--- src/rtl/uart_rx.sv ---
// uart_rx: UART receiver, counterpart of uart_tx.
// Frame: start(0), DATA_WIDTH data bits LSB first, optional parity, one stop(1).
// The asynchronous line goes through a 2-flop synchronizer. Each bit is sampled
// at its mid-point by a down-counting baud counter.
// Received words are handed to the consumer on a valid/ready handshake.
//
// Handshake: o_vld high means o_data/o_parity_err hold a word. A word is
// transferred on every rising clk edge where o_vld && i_rdy. o_data and
// o_parity_err stay stable while o_vld is high and the word has not been
// transferred. i_rdy has no effect while o_vld is low.
//
// dbg_state exposes the receive FSM (encoding: see the localparams below).
module uart_rx #(
  parameter int    DATA_WIDTH   = 8,
  parameter string PARITY_CHECK = "NONE",
  parameter int    CLK_FREQ     = 50000000,
  parameter int    RX_FREQ      = 9600
) (
  input  logic                  clk,
  input  logic                  rst,
  input  logic                  rx,
  output logic                  o_vld,
  input  logic                  i_rdy,
  output logic [DATA_WIDTH-1:0] o_data,
  output logic                  o_parity_err,
  output logic                  o_frame_err,
  output logic                  o_overrun,
  output logic [2:0]            dbg_state
);

  localparam int DIV   = CLK_FREQ / RX_FREQ;
  localparam int CNT_W = (DIV > 1) ? $clog2(DIV) : 1;
  localparam int IDX_W = (DATA_WIDTH > 1) ? $clog2(DATA_WIDTH) : 1;

  localparam bit PAR_ODD  = (PARITY_CHECK == "ODD");
  localparam bit PAR_EVEN = (PARITY_CHECK == "EVEN");
  localparam bit PAR_EN   = PAR_ODD || PAR_EVEN;

  localparam logic [CNT_W-1:0] CNT_HALF = CNT_W'(DIV / 2 - 1);
  localparam logic [CNT_W-1:0] CNT_FULL = CNT_W'(DIV - 1);
  localparam logic [IDX_W-1:0] IDX_LAST = IDX_W'(DATA_WIDTH - 1);

  localparam logic [2:0] S_IDLE   = 3'd0;
  localparam logic [2:0] S_START  = 3'd1;
  localparam logic [2:0] S_DATA   = 3'd2;
  localparam logic [2:0] S_PARITY = 3'd3;
  localparam logic [2:0] S_STOP   = 3'd4;
  localparam logic [2:0] S_BREAK  = 3'd5;

  // Elaboration-time parameter checks.
  if (DATA_WIDTH < 1) begin : g_dw_fatal
    $fatal(1, "uart_rx: DATA_WIDTH must be >= 1");
  end
  if (DATA_WIDTH > 8) begin : g_dw_warn
    $warning("uart_rx: DATA_WIDTH > 8 is outside the uart_tx range");
  end
  if (!(PARITY_CHECK == "NONE" || PAR_ODD || PAR_EVEN)) begin : g_par_fatal
    $fatal(1, "uart_rx: PARITY_CHECK must be NONE, ODD or EVEN");
  end
  if (DIV < 16) begin : g_div_fatal
    $fatal(1, "uart_rx: CLK_FREQ/RX_FREQ must be >= 16");
  end

  logic                  rx_q1;
  logic                  rx_s;
  logic                  rx_s_d;
  logic [2:0]            state;
  logic [CNT_W-1:0]      cnt;
  logic [IDX_W-1:0]      idx;
  logic [DATA_WIDTH-1:0] shift_reg;
  logic                  par_err;
  logic                  tick;
  logic                  stop_ok;
  logic                  stop_bad;

  assign dbg_state = state;
  assign tick      = (cnt == '0);
  assign stop_ok   = (state == S_STOP) && tick && rx_s;
  assign stop_bad  = (state == S_STOP) && tick && !rx_s;

  // Two-flop synchronizer plus one more stage for falling-edge detection.
  always_ff @(posedge clk) begin
    if (rst) begin
      rx_q1  <= 1'b1;
      rx_s   <= 1'b1;
      rx_s_d <= 1'b1;
    end else begin
      rx_q1  <= rx;
      rx_s   <= rx_q1;
      rx_s_d <= rx_s;
    end
  end

  // Receive FSM: finds the start edge, samples each bit at mid-point.
  always_ff @(posedge clk) begin
    if (rst) begin
      state     <= S_IDLE;
      cnt       <= '0;
      idx       <= '0;
      shift_reg <= '0;
      par_err   <= 1'b0;
    end else begin
      case (state)
        S_IDLE: begin
          if (rx_s_d && !rx_s) begin
            state <= S_START;
            cnt   <= CNT_HALF;
          end
        end
        S_START: begin
          if (tick) begin
            if (!rx_s) begin
              state <= S_DATA;
              cnt   <= CNT_FULL;
              idx   <= '0;
            end else begin
              // Start bit not low at mid-point: treat as a glitch.
              state <= S_IDLE;
            end
          end else begin
            cnt <= cnt - 1'b1;
          end
        end
        S_DATA: begin
          if (tick) begin
            shift_reg[idx] <= rx_s;
            cnt            <= CNT_FULL;
            if (idx == IDX_LAST) begin
              state <= PAR_EN ? S_PARITY : S_STOP;
            end else begin
              idx <= idx + 1'b1;
            end
          end else begin
            cnt <= cnt - 1'b1;
          end
        end
        S_PARITY: begin
          if (tick) begin
            // Even parity: total ones count (data + parity bit) must be even.
            par_err <= PAR_EN && ((^{shift_reg, rx_s}) ^ PAR_ODD);
            cnt     <= CNT_FULL;
            state   <= S_STOP;
          end else begin
            cnt <= cnt - 1'b1;
          end
        end
        S_STOP: begin
          if (tick) begin
            // Leaving at the stop-bit mid-point lets the next start edge be seen early.
            state <= rx_s ? S_IDLE : S_BREAK;
          end else begin
            cnt <= cnt - 1'b1;
          end
        end
        S_BREAK: begin
          if (rx_s) begin
            state <= S_IDLE;
          end
        end
        default: begin
          state <= S_IDLE;
        end
      endcase
    end
  end

  // Output holding register, handshake and error pulses.
  always_ff @(posedge clk) begin
    if (rst) begin
      o_vld        <= 1'b0;
      o_data       <= '0;
      o_parity_err <= 1'b0;
      o_frame_err  <= 1'b0;
      o_overrun    <= 1'b0;
    end else begin
      o_frame_err <= stop_bad;
      o_overrun   <= 1'b0;
      if (stop_ok) begin
        if (!o_vld || i_rdy) begin
          o_vld        <= 1'b1;
          o_data       <= shift_reg;
          o_parity_err <= par_err;
        end else begin
          // Consumer still holds the previous word: drop the new one.
          o_overrun <= 1'b1;
        end
      end else if (o_vld && i_rdy) begin
        o_vld <= 1'b0;
      end
    end
  end

endmodule

--- config.mk ---
export PLATFORM = sky130hd
export DESIGN_NAME = uart_rx
export DESIGN_NICKNAME = d
export VERILOG_FILES = /design/src/rtl/uart_rx.sv
export SDC_FILE = /design/constraint.sdc
export NUM_CORES = 1
export LEC_CHECK = 0
export ABC_AREA = 1
export BUFFER_PORTS_ARGS = -buffer_cell sky130_fd_sc_hd__buf_2
export CORE_UTILIZATION = 58
export CTS_BUF_LIST = sky130_fd_sc_hd__clkbuf_16
export CTS_CLUSTER_DIAMETER = 200
export DETAILED_ROUTE_END_ITERATION = 6
export GPL_ROUTABILITY_DRIVEN = 0
export PLACE_DENSITY = 0.75
export SLEW_MARGIN = 0
export SYNTH_ARGS = -nofsm -noshare
export SYNTH_HDL_FRONTEND = slang
export SYNTH_SLANG_ARGS = --single-unit
--- constraint.sdc ---
create_clock -name clk -period 1.8 [get_ports clk]
set_clock_uncertainty 0.1 [all_clocks]
set_input_delay 0.36 -clock clk [delete_from_list [all_inputs] [get_ports clk]]
set_output_delay 0.36 -clock clk [all_outputs]
set_load 0.01 [all_outputs]
==> results.md <==
* # IOs at 19
* Hpwl dp at 3140 um
* Routed wire length per instance at 11.4 um
* ANT cells at 0
* Cell variety after synth at 35
* Register area share after synthesis at 37.1%
* Most common cell in the synthesized netlist: nand2_1
* Gate Count Post-Synth at 316
* Ys Warns at 0
* Largest net degree at the start of global routing at 23
* H-tree Lvls at 2
* Hold Buf Count CTS at 0
* Setup crit start kind: flop
* Fill cells at 319
* Final WL at 4440 um
* Net Count, Synth at 323
* DR iter-0 viols at 104
* Later-pin clock latency in the skew report at 0.28 ns
* Seq cells post-synth at 41
* PD cells at 1820 mW/mm^2
* First-pass GRT wire length at 7760 um
* Setup CP Type: flop to flop
* Initial Util at 60.5%
* Nets at 348
* I/O Buffers at 17
* Pins Over Slew Limit at 0
* Synth area leader: dfxtp_1
* Layout cell share with drive strength beyond 1 at 20.2%
* Critical Path RT at 1.88 ns
* Synthesized area per cell at 7.00 sq um
* Tmin final at 1.64 ns
* Main synth FF type: dfxtp_1
* Async SR Flop Fraction at 0%
* Most frequent cells after synthesis: nand2_1 (65), nor2_1 (46), dfxtp_1 (41)
* Area of the multi-input gates at 0.00123 sq mm
* Reg2reg setup slack at 0.16 ns
* Final hold slack at 0.160 ns
* Hold crit path type: input pin to flop
* Setup tns final at 0 ns
* CP Capture Type: flop
* Status: finished, final reports clean
* Via density at 5.13
* Leakage at 1.12 nW
* Core Area at 0.00366 sq mm
* Clock tree sinks at 41
* Final hold violation count at 0
* Sequential Area at 821 sq um
* # setup viols final at 0
* Max Root-Sink Buffers at 2
* Clock root buffer: clkbuf_16
* Number of flip-flops in the largest register at 13
* Syn Std Cell Area at 0.00221 sq mm
* DRT Pass-1 Iters at 4
* CTS tree: yes
* Area grow syn2layout at 16.7%
* Fmax at 608 MHz
* Worst VDD drop at 1.09 mV
* Antenna violations before repair at 0
* Die Wd at 63.8 um
* Share of the synthesized area in the top cell type at 37.1%
* Die height at 63.8 um
* Number of global-route vias before repair at 1,715
* Number of synthesized flops with an enable pin at 0
* Max Fanout on Critical Path at 8
* WP data arrival at 1.72 ns
* GRT overflow at 0
* Number of max-cap violations at 0
* RSZ-0062 raised after global routing: false
* Largest cells by area after synthesis: dfxtp_1 (37%), nand2_1 (11%), nor2_1 (7.8%)
* DR vias at 1,999
* Total GRT Usage at 24.3%
* Die footprint at 0.00407 sq mm
* Fin crit share at 91.3%
* Clock slew at reported path FFs at 0.06 ns
* # rows at 22
* Post-route ant nets at 0
* DRC viols at 0
* Cts bufs inserted at 5
-- logic make-up after synthesis --
group,count (synthesis),synth area share [%]
and+or+nand+nor,166,37.4
xor gates and xnor gates,6,2.37
adders and majority gates,3,1.70
DFF,41,37.1
AOI/OAI and AO/OA,51,12.6
other,1,0.169
buffers and inverters,48,8.71
-- worst max-delay path: stages (launching register included) --
cell and delay, ns:
dfxtp_1 0.30, inv_1 0.12, ha_4 0.17, nand2_4 0.08, nor2_8 0.21, nand3_2 0.14
nand2_2 0.13, nand2_2 0.09, a21oi_1 0.14, nor2_1 0.05
-- through the flow --
stage / util (%) / total power, W / cells / instance area [sq um] / worst slack, ns
2_1_floorplan: - / 0.00315 / 316 / 2210 / 0.209
3_3_place_gp: 64.8 / 0.00355 / 380 / 2370 / 0.129
6_report: 70.6 / 0.00470 / 390 / 2580 / 0.156
5_1_grt: 70.6 / 0.00510 / 390 / 2580 / 0.00907
4_1_cts: 69.5 / 0.00463 / 388 / 2540 / 0.0608
3_5_place_dp: 64.8 / 0.00359 / 380 / 2370 / 0.0750
-- where the power goes --
| part | internal (W) | total, W | switching [W] |
|---|---|---|---|
| Sequential | 0.00108 | 0.00126 | 0.000179 |
| Combinational | 0.000845 | 0.00243 | 0.00158 |
| Clock | 0.000656 | 0.00102 | 0.000363 |
| Total | 0.00258 | 0.00470 | 0.00213 |
-- layer usage --
metal	share of wire, %	GRT usage, %
met1	51	34.2
met2	44	37.1
met3	3.3	5.89
met4	1.0	5.97
met5	0	0
-- path summary, 6_finish.rpt --
check,cells past startpoint,startpoint,to
hold reg to reg,1,rx_q1$_SDFF_PP1_,rx_s$_SDFF_PP1_
hold / removal,2,rx,rx_q1$_SDFF_PP1_
setup / recovery,9,cnt[0]$_SDFFE_PP0P_,dbg_state[1]$_SDFFE_PP0P_
setup reg to reg,9,cnt[0]$_SDFFE_PP0P_,dbg_state[1]$_SDFFE_PP0P_
-- area by class of cell --
type,instances,area share (%)
Tap cell,48,2.32
Inverter,39,5.71
Clock buffer,5,4.84
Timing Repair Buffer,26,5.91
Sequential cell,41,31.8
Clock inverter,3,1.79
Multi-Input combinational cell,228,47.7
-- layout by cell type, fill, tap and decap left out, drive strengths merged --
master and instances:
a21oi 31, and3 1, buf 26, bufinv 1, clkbuf 5, clkinv 3, clkinvlp 1, conb 1
dfxtp 41, ha 3, inv 37, nand2 74, nand3 18, nand4 6, nor2 57, nor3 8
o211ai 7, o21ai 10, o21bai 1, o22ai 1, o31ai 1, or2 3, xnor2 2, xor2 4
-- repair_timing --
| item | in CTS | in global routing |
|---|---|---|
| buffers inserted | 0 | 1 |
| setup endpoints to repair | 0 | 26 |
| resized for setup | 0 | 6 |
(Power assumes the default switching activity.)
